## src/rtl/cfg_reg_pkg.sv

```systemverilog
// Shared definitions for the configuration register bank: burst FSM states,
// the default power-up register image and the register slice helper.
package cfg_reg_pkg;

  typedef enum logic [1:0] {
    ST_IDLE     = 2'd0,
    ST_WR_BURST = 2'd1,
    ST_RD_BURST = 2'd2
  } burst_state_e;

  localparam int DEF_REG_WIDTH = 8;
  localparam int DEF_DEPTH     = 16;

  // reg2 = 0x81, reg3 = 0x20, everything else 0
  localparam logic [DEF_DEPTH*DEF_REG_WIDTH-1:0] DEFAULT_RESET_VALUES =
    128'h0000_0000_0000_0000_0000_0000_2081_0000;

  function automatic int reg_lsb(input int idx, input int width);
    return idx * width;
  endfunction

endpackage

```

## src/rtl/reg_burst_ctrl.sv

```systemverilog
// Burst sequencer: accepts a command, walks the address/beat counters and
// emits write-enable and read-load strobes for the storage array.
module reg_burst_ctrl
  import cfg_reg_pkg::*;
#(
  parameter int ADDR_WIDTH = 4,
  parameter int LEN_WIDTH  = 4
) (
  input  logic                  clk_i,
  input  logic                  rst_i,
  input  logic                  cmd_valid_i,
  input  logic                  cmd_write_i,
  input  logic [ADDR_WIDTH-1:0] cmd_addr_i,
  input  logic [LEN_WIDTH-1:0]  cmd_len_i,
  input  logic                  wr_valid_i,
  input  logic                  rd_ready_i,
  output logic                  cmd_ready_o,
  output logic                  wr_ready_o,
  output logic                  rd_valid_o,
  output logic                  busy_o,
  output logic                  wr_en_o,
  output logic [ADDR_WIDTH-1:0] wr_addr_o,
  output logic                  rd_load_o,
  output logic [ADDR_WIDTH-1:0] rd_addr_o
);

  burst_state_e          state_q, state_d;
  logic [ADDR_WIDTH-1:0] addr_q, addr_d;
  logic [LEN_WIDTH-1:0]  cnt_q, cnt_d;

  logic is_idle, is_wr, is_rd;
  logic cmd_fire, wr_fire, rd_fire, last_beat;
  logic [ADDR_WIDTH-1:0] addr_inc;

  assign is_idle   = (state_q == ST_IDLE);
  assign is_wr     = (state_q == ST_WR_BURST);
  assign is_rd     = (state_q == ST_RD_BURST);
  assign cmd_fire  = is_idle & cmd_valid_i;
  assign wr_fire   = is_wr & wr_valid_i;
  assign rd_fire   = is_rd & rd_ready_i;
  assign last_beat = (cnt_q == '0);
  assign addr_inc  = addr_q + ADDR_WIDTH'(1);

  // NOTE: every signal driven here gets a default first, so no path can leave
  // it unassigned and infer a latch.
  always_comb begin
    state_d = state_q;
    addr_d  = addr_q;
    cnt_d   = cnt_q;
    case (state_q)
      ST_IDLE: begin
        if (cmd_fire) begin
          addr_d  = cmd_addr_i;
          cnt_d   = cmd_len_i;
          state_d = cmd_write_i ? ST_WR_BURST : ST_RD_BURST;
        end
      end
      ST_WR_BURST, ST_RD_BURST: begin
        if (wr_fire || rd_fire) begin
          addr_d = addr_inc;
          if (last_beat) state_d = ST_IDLE;
          else           cnt_d   = cnt_q - LEN_WIDTH'(1);
        end
      end
      default: state_d = ST_IDLE;
    endcase
  end

  // NOTE: state registers use non-blocking assignments so every flop samples
  // the pre-edge value of its inputs, independent of statement order.
  always_ff @(posedge clk_i or posedge rst_i) begin
    if (rst_i) begin
      state_q <= ST_IDLE;
      addr_q  <= '0;
      cnt_q   <= '0;
    end else begin
      state_q <= state_d;
      addr_q  <= addr_d;
      cnt_q   <= cnt_d;
    end
  end

  assign cmd_ready_o = is_idle;
  assign wr_ready_o  = is_wr;
  assign rd_valid_o  = is_rd;
  assign busy_o      = ~is_idle;
  assign wr_en_o     = wr_fire;
  assign wr_addr_o   = addr_q;

  // First word loads with the command; later words load on each non-final accept
  assign rd_load_o = (cmd_fire & ~cmd_write_i) | (rd_fire & ~last_beat);
  assign rd_addr_o = is_idle ? cmd_addr_i : addr_inc;

endmodule

```

## src/rtl/cfg_reg_bank.sv

```systemverilog
// Configuration register bank: storage, read-only protection, sticky write
// error, export update strobe and the exported register bus.
module cfg_reg_bank
  import cfg_reg_pkg::*;
#(
  parameter int REG_WIDTH  = 8,
  parameter int ADDR_WIDTH = 4,
  parameter int LEN_WIDTH  = 4,
  parameter int NUM_EXPORT = 4,
  parameter logic [(2**ADDR_WIDTH)-1:0]           RO_MASK      = '0,
  parameter logic [(2**ADDR_WIDTH)*REG_WIDTH-1:0] RESET_VALUES = DEFAULT_RESET_VALUES
) (
  input  logic                           i_CLK,
  input  logic                           i_RST,
  input  logic                           i_Cmd_Valid,
  output logic                           o_Cmd_Ready,
  input  logic                           i_Cmd_Write,
  input  logic [ADDR_WIDTH-1:0]          i_Cmd_Addr,
  input  logic [LEN_WIDTH-1:0]           i_Cmd_Len,
  input  logic [REG_WIDTH-1:0]           i_WrData,
  input  logic                           i_WrData_Valid,
  output logic                           o_WrData_Ready,
  output logic [REG_WIDTH-1:0]           o_RdData,
  output logic                           o_RdData_Valid,
  input  logic                           i_RdData_Ready,
  output logic                           o_Busy,
  output logic                           o_Wr_Err,
  input  logic                           i_Err_Clr,
  output logic [NUM_EXPORT*REG_WIDTH-1:0] o_Export,
  output logic                           o_Cfg_Update
);

  localparam int DEPTH = 2**ADDR_WIDTH;

  logic                  wr_en, rd_load;
  logic [ADDR_WIDTH-1:0] wr_addr, rd_addr;

  reg_burst_ctrl #(
    .ADDR_WIDTH (ADDR_WIDTH),
    .LEN_WIDTH  (LEN_WIDTH)
  ) u_ctrl (
    .clk_i       (i_CLK),
    .rst_i       (i_RST),
    .cmd_valid_i (i_Cmd_Valid),
    .cmd_write_i (i_Cmd_Write),
    .cmd_addr_i  (i_Cmd_Addr),
    .cmd_len_i   (i_Cmd_Len),
    .wr_valid_i  (i_WrData_Valid),
    .rd_ready_i  (i_RdData_Ready),
    .cmd_ready_o (o_Cmd_Ready),
    .wr_ready_o  (o_WrData_Ready),
    .rd_valid_o  (o_RdData_Valid),
    .busy_o      (o_Busy),
    .wr_en_o     (wr_en),
    .wr_addr_o   (wr_addr),
    .rd_load_o   (rd_load),
    .rd_addr_o   (rd_addr)
  );

  logic [REG_WIDTH-1:0] regs_q [DEPTH];
  logic [REG_WIDTH-1:0] rd_data_q, rd_data_d;
  logic                 err_q, err_d;
  logic                 update_q, update_d;
  logic                 ro_hit, wr_commit, wr_drop;

  assign ro_hit    = RO_MASK[wr_addr];
  assign wr_commit = wr_en & ~ro_hit;
  assign wr_drop   = wr_en & ro_hit;

  // NOTE: the array is reset because each register needs a defined power-up
  // value; this is a bank of flops, not an inferred RAM.
  always_ff @(posedge i_CLK or posedge i_RST) begin
    if (i_RST) begin
      for (int k = 0; k < DEPTH; k++)
        regs_q[k] <= RESET_VALUES[reg_lsb(k, REG_WIDTH) +: REG_WIDTH];
    end else if (wr_commit) begin
      regs_q[wr_addr] <= i_WrData;
    end
  end

  always_comb begin
    rd_data_d = rd_load ? regs_q[rd_addr] : rd_data_q;
    err_d     = err_q;
    if (i_Err_Clr) err_d = 1'b0;
    // A dropped write in the same cycle as a clear leaves the flag set
    if (wr_drop)   err_d = 1'b1;
    update_d  = wr_commit && (int'(wr_addr) < NUM_EXPORT);
  end

  always_ff @(posedge i_CLK or posedge i_RST) begin
    if (i_RST) begin
      rd_data_q <= '0;
      err_q     <= 1'b0;
      update_q  <= 1'b0;
    end else begin
      rd_data_q <= rd_data_d;
      err_q     <= err_d;
      update_q  <= update_d;
    end
  end

  assign o_RdData     = rd_data_q;
  assign o_Wr_Err     = err_q;
  assign o_Cfg_Update = update_q;

  for (genvar g = 0; g < NUM_EXPORT; g++) begin : g_export
    assign o_Export[reg_lsb(g, REG_WIDTH) +: REG_WIDTH] = regs_q[g];
  end

endmodule

```

## config.mk

```make
export PLATFORM = sky130hd
export DESIGN_NAME = cfg_reg_bank
export DESIGN_NICKNAME = d
export VERILOG_FILES = /design/src/rtl/cfg_reg_pkg.sv /design/src/rtl/reg_burst_ctrl.sv /design/src/rtl/cfg_reg_bank.sv
export SDC_FILE = /design/constraint.sdc
export NUM_CORES = 1
export LEC_CHECK = 0
export ABC_AREA = 1
export ABC_CLOCK_PERIOD_IN_PS = 13160
export CAP_MARGIN = 20
export CORE_ASPECT_RATIO = 0.7
export CORE_UTILIZATION = 55
export DETAILED_ROUTE_END_ITERATION = 6
export GPL_ROUTABILITY_DRIVEN = 0
export GPL_TIMING_DRIVEN = 0
export PLACE_DENSITY = 0.77
export RECOVER_POWER = 100
export SLEW_MARGIN = 0
export SYNTH_ARGS = -nofsm -noshare
export SYNTH_HDL_FRONTEND = slang
export SYNTH_SLANG_ARGS = --single-unit
```

## constraint.sdc

```tcl
create_clock -name i_CLK -period 13.16 [get_ports i_CLK]
set_input_delay 1.974 -clock i_CLK [delete_from_list [all_inputs] [get_ports i_CLK]]
set_output_delay 1.974 -clock i_CLK [all_outputs]
set_load 0.005 [all_outputs]
```

# Word level (Yosys, flattened, before mapping)
# Memories as Yosys holds them, arrays and structs flattened.
# Cells that the tools add are included.
word_totals:
  ff_bits: 148
  mem_bits_ro: 16
  input_bits: 23
  output_inout_bits: 46
  elab_cells: 83
  n_memories: 1
op_classes:
  n_addsub: 2
  n_lt_le_gt_ge: 5
  n_eq_ne: 6
  mux: 22
  n_bitwise: 14
  n_reduce_logical: 11
mem_list:
  columns: ["memory", "words", "width", "rd", "rd_ports_with_merged_regs", "wr", "line_no", "rtl"]
  rows:
  - ["(name not given)", 16, 1, 1, 0, 0, "cfg_reg_bank.sv:66", "assign ro_hit = RO_MASK[wr_addr];"]
ops:
  columns: ["operator", "count"]
  rows:
  - ["$bwmux 128", 1]
  - ["$bmux 8 s4", 1]
  - ["$demux 8 s4", 1]
  - ["$mux 4", 6]
  - ["$mux 8", 3]
  - ["$pmux 4 s2", 2]
  - ["$ge 5x5->1 const B", 2]
  - ["$not 4->5", 2]
  - ["$mux 2", 4]
  - ["$and 1x1->1", 7]
  - ["$reduce_and 3->1", 2]
  - ["$lt 4x5->1 const B", 1]
  - ["$lt 5x1->1 const B", 1]
  - ["$add 4x1->4 const B", 1]
  - ["$logic_not 4->1", 1]
  - ["$lt 4x3->1 const B", 1]
  - ["$ne 2x1->1 const B", 2]
  - ["$ne 2x2->1 const B", 2]
  - ["$not 1->1", 4]
  - ["$pmux 2 s2", 1]
  - ["$reduce_and 4->1", 1]
  - ["$reduce_bool 2->1", 2]
  - ["$sub 4x1->4 const B", 1]
  - ["$mux 1", 3]
  - ["other kinds (7)", 8]

# Logic depth before layout (Yosys ltp)
depth:
  word_depth: 6
  ltp_mapped: 14
  depth_no_buf: 12

# By module
# From an unflattened synthesis, not the netlist that was laid out.
unflattened:
  cells_unflattened: 917
  area_unflattened_um2: 7293.2
by_module_without_submodules:
  columns: ["module", "instances", "cells_per_inst", "area_per_inst_um2"]
  rows:
  - ["cfg_reg_bank", 1, 808, 6531.3]
  - ["reg_burst_ctrl", 1, 109, 762.0]

# Worst setup path after synthesis
# Ideal clock, no wire load.
synth_timing:
  kind: "in2reg"
  start: "in i_Cmd_Addr[0]"
  end: "reg rd_data_q[0] (netlist: o_RdData[0])"
  setup_ns: 0.117
  t_arrival_ns: 2.866
  t_required_ns: 13.043
  setup_slack_ns: 10.176
  stages: 11
  path_buffers: 1
  path_cell_list: "inv_1 > nand2_1 > nand2_1 > buf_2 > nand2_1 > nand3_1 > nand3_1 > nand3_1 > nand2_1 > nand2_1 > nand2_1"
synth_via:
  elab_chain_cells: 5
synth_lines:
  columns: ["element", "line_no", "rtl"]
  rows:
  - ["start: declaration", "cfg_reg_bank.sv:18", "input logic [ADDR_WIDTH-1:0] i_Cmd_Addr,"]
  - ["$mux 4", "reg_burst_ctrl.sv:92", "assign rd_addr_o = is_idle ? cmd_addr_i : addr_inc;"]
  - ["$not 4->5 (not written as such)", "cfg_reg_bank.sv:82", "rd_data_d = rd_load ? regs_q[rd_addr] : rd_data_q;"]
  - ["$bmux 8 s4", "cfg_reg_bank.sv:82", null]
  - ["$mux 8 (not written as such) (2 in series)", "cfg_reg_bank.sv:82", null]
  - ["end signal: assignment", "cfg_reg_bank.sv:96", "rd_data_q <= rd_data_d;"]
  - ["end: declaration", "cfg_reg_bank.sv:61", "logic [REG_WIDTH-1:0] rd_data_q, rd_data_d;"]
# No other way between the ends. The select of a mux whose other input is x is not followed.
# A chain may end at the register's enable or synchronous reset.

==> results.txt <==
----------------------------------------------------
[Critical path]
  Number of buffers and inverters on the critical path ... 2
  Largest fanout on the critical path ... 71
  Slowest cell on crit path ... clkinvlp_2
  Delay-heaviest family, CP ... buffers and inverters
  Worst-case register-to-register setup slack ... 10.51 ns
  Startpoint of the most critical register-to-register path ... u_ctrl.state_q[0]
  Worst-case reg-to-reg path depth ... 13
  Critical path capture point type ... async pin
  Cell depth of the worst setup path ... 2
  Critical path launch point type ... input pin
  Delay of the slowest critical-path stage ... 1.79 ns
  Endpoint of the most critical setup path ... regs_q[2]
  Endpoint of the most critical register-to-register path ... o_RdData[0]
  Crit path cell chain ... dlygate4sd3_1, clkinvlp_2
  Required time of the critical path ... 13.17 ns
  CP Class ... input pin to async pin
  Worst setup startpoint ... i_RST
  Arrival time worst endpoint ... 4.38 ns

[STA]
  Max-slew violation count ... 71
  Total negative setup slack ... 0 ns
  Final critical path time including I/O delays and setup ... 4.37 ns
  Setup violators final ... 0
  RSZ-0062 raised after global routing ... false
  Worst slew margin relative to its limit ... -1.15
  Hold WS ... 0.476 ns
  Fin. Hold Viols ... 0
  FMAX ... 229 MHz
  Part of the cycle the worst path needs ... 0.332
  Slew at the pin closest to its max-slew limit ... 3.21 ns
  Worst setup skew after layout ... 0.00905 ns

[Clock network]
  Resized Gates After CTS ... 0
  CTS Root Cell ... clkbuf_16
  Post-cts hold buffer count ... 0
  Maximum count of clock buffers along a single path ... 2
  H-tree Lvls ... 4
  TritonCTS clock tree ... done
  Clk slew on worst S/H paths ... 0.06 ns
  Number of clock sinks ... 147
  Post-CTS repair timing setup buffer count ... 0
  Clk Latency, worst-skew pair ... 0.43 ns
  Total CTS buffers ... 17

[Detailed routing]
  Total iterations of the first detailed-routing run ... 6
  DRC ... 0
  Iter 0 DRT Violations ... 1068
  Met1 Wirelength ... 10.4 mm
  Routed via count ... 7295
  Antenna Nets Post-Route ... 0
  Final wirelength ... 23.0 mm
  Wire length on met2 ... 9.39 mm
  Via-per-instance ratio ... 5.56
  Routed length per placed instance ... 17.5 µm
  Met3 routed WL ... 2.69 mm
  Top routing layer in use ... met4

[Floorplanning]
  Core outline area ... 0.0134 mm²
  Total number of placement rows ... 35
  Height of the die ... 101 µm
  Boundary Pins ... 69
  Die width ... 143 µm
  Initial core utilization ... 0.575
  Total Die Area ... 0.0145 mm²

[Outcome]
  Outcome ... finished, violations left
  Violations in the final reports ... max-capacitance violations, max-slew violations

[Worst hold path]
  Type of the tightest min-delay check ... register to register

[Global route]
  Overall routing resource usage ... 0.344
  Number of antenna violations at the first check in global routing ... 0
  Vias in the first global route ... 6680
  First-pass GRT wire length ... 36.3 mm
  Pin count of the biggest net entering global routing ... 78
  Total overflow reported by the global router ... 0

[Layout]
  Area of all placed cells without fillers ... 0.00920 mm²
  Filler Cells Inserted ... 1143
  Syn-to-layout area delta ... 19.4%
  Layout cell share with drive strength beyond 1 ... 0.0826
  Number of antenna repair diodes ... 0
  Final net count ... 1146
  Core occupancy in the finished layout ... 0.686

[Yosys]
  Number of synthesized register bits ... 147
  Yosys warning total ... 0
  Sequential area share after synthesis ... 0.478
  Post-Synthesis Net Count ... 1060
  Post-synthesis instance area ... 0.00770 mm²
  Post-synthesis average cell area ... 7.50 µm²
  Cell variety after synth ... 25
  Post-synthesis cell count ... 1027

[Power]
  Power density normalized to cell area ... 262 mW/mm²
  LEAKAGE ... 4.47 nW
  Peak supply drop ... 0.000128 V

[Placed design]
  Post-DP Area ... 0.00863 mm²
  HPWL after detailed placement ... 16.2 mm
  # port buffers ... 66

[Flow run]
  Max-cap violation count ... 1

----------------------------------------------------
[final cells by class]
| class | count | area [µm²] | share of cell area |
|---|---|---|---|
| repair buffers | 67 | 688 | 0.0748 |
| multi-input cells | 642 | 2950 | 0.320 |
| inverters | 156 | 587 | 0.0638 |
| flip-flops and latches | 147 | 3680 | 0.400 |
| plain buffers | 82 | 489 | 0.0532 |
| clock inverters | 15 | 146 | 0.0159 |
| clock buffers | 17 | 425 | 0.0463 |
| well taps | 185 | 231 | 0.0252 |
[report_power, final]
| group | total (W) | switching, W | internal [W] |
|---|---|---|---|
| Sequential | 0.000715 | 0.000108 | 0.000607 |
| Combinational | 0.00121 | 0.000762 | 0.000452 |
| Clock | 0.000477 | 0.000212 | 0.000265 |
| Total | 0.00241 | 0.00108 | 0.00132 |
[sequential cells by signal, summed over array words and instances, names as in the netlist]
signal,count
regs_q,96
o_Export,32
u_ctrl.state_q,2
u_ctrl.wr_addr_o,4
o_RdData,8
u_ctrl.cnt_q,4
o_Cfg_Update,1
[worst min path at each step]
stage	slack, ns	startpoint	endpoint	cells past startpoint
2_1_floorplan	0.44	regs_q[48]	regs_q[48]	2
3_3_place_gp	0.46	regs_q[50]	regs_q[50]	2
3_5_place_dp	0.47	regs_q[54]	regs_q[54]	2
4_1_cts	0.48	regs_q[54]	regs_q[54]	2
5_1_grt	0.50	regs_q[1]	regs_q[1]	2
6_report	0.48	o_RdData[1]	o_RdData[1]	2
[cells in the final DEF, fill, tap and decap left out, types with 11 or more instances in the layout]
cell type,netlist,routed
clkbuf_1,32,33
clkdlybuf4s50_1,0,27
clkbuf_16,0,17
o21ai_0,141,142
dfrtp_1,144,144
buf_4,38,32
dlygate4sd3_1,0,39
inv_1,149,151
nand2_1,303,303
nor2_1,11,11
nand3_1,147,147
[cell families (layout without fill, tap and decap cells)]
| family | count (synthesis) | after routing | share of synthesized area |
|---|---|---|---|
| compound gates | 154 | 154 | 0.102 |
| xor+xnor | 2 | 2 | 0.00227 |
| fa+ha+maj | 10 | 10 | 0.0162 |
| buf+inv | 238 | 337 | 0.140 |
| flops | 147 | 147 | 0.478 |
| other cells | 1 | 1 | 0.000487 |
| simple gates | 475 | 475 | 0.261 |
[worst min-delay path, delay by kind of cell (launching register included)]
family	cells	cell delay [ns]
flops	1	0.34
simple gates	2	0.10
[routing by layer]
metal	global-route usage	up-vias
met5	0	-
met4	0.116	0
met3	0.0926	51
met2	0.489	454
met1	0.504	3416
li1	-	3374
[through the flow]
| stage | setup WS [ns] | std cells | total power (W) |
|---|---|---|---|
| 5_1_grt | 8.24 | 1311 | 0.00256 |
| 3_3_place_gp | 5.24 | 1278 | 0.00188 |
| 4_1_cts | 9.28 | 1311 | 0.00239 |
| 6_report | 8.79 | 1311 | 0.00241 |
| 3_5_place_dp | 9.08 | 1279 | 0.00191 |
| 2_1_floorplan | 7.24 | 1027 | 0.00148 |
[cells in the mapped netlist]
cell | instances | area share
buf_2 | 8 | 0.0052
o21ai_2 | 3 | 0.0034
o211ai_1 | 2 | 0.0019
buf_4 | 38 | 0.037
nand3b_1 | 8 | 0.0078
nand2_2 | 2 | 0.0016
o22ai_1 | 1 | 0.00081
dfstp_2 | 3 | 0.010
a31oi_1 | 1 | 0.00081
nor2_1 | 11 | 0.0054
nor3_1 | 2 | 0.0013
inv_2 | 7 | 0.0034
clkbuf_1 | 32 | 0.016
conb_1 | 1 | 0.00049
inv_1 | 149 | 0.073
nand2_1 | 303 | 0.15
o21ai_0 | 141 | 0.092
buf_6 | 4 | 0.0058
a21oi_1 | 3 | 0.0019
xor2_1 | 2 | 0.0023
dfrtp_1 | 144 | 0.47
ha_1 | 10 | 0.016
or2_1 | 2 | 0.0016
o21ai_1 | 3 | 0.0019
nand3_1 | 147 | 0.096
Note: power is estimated with default switching activity, not from simulation.
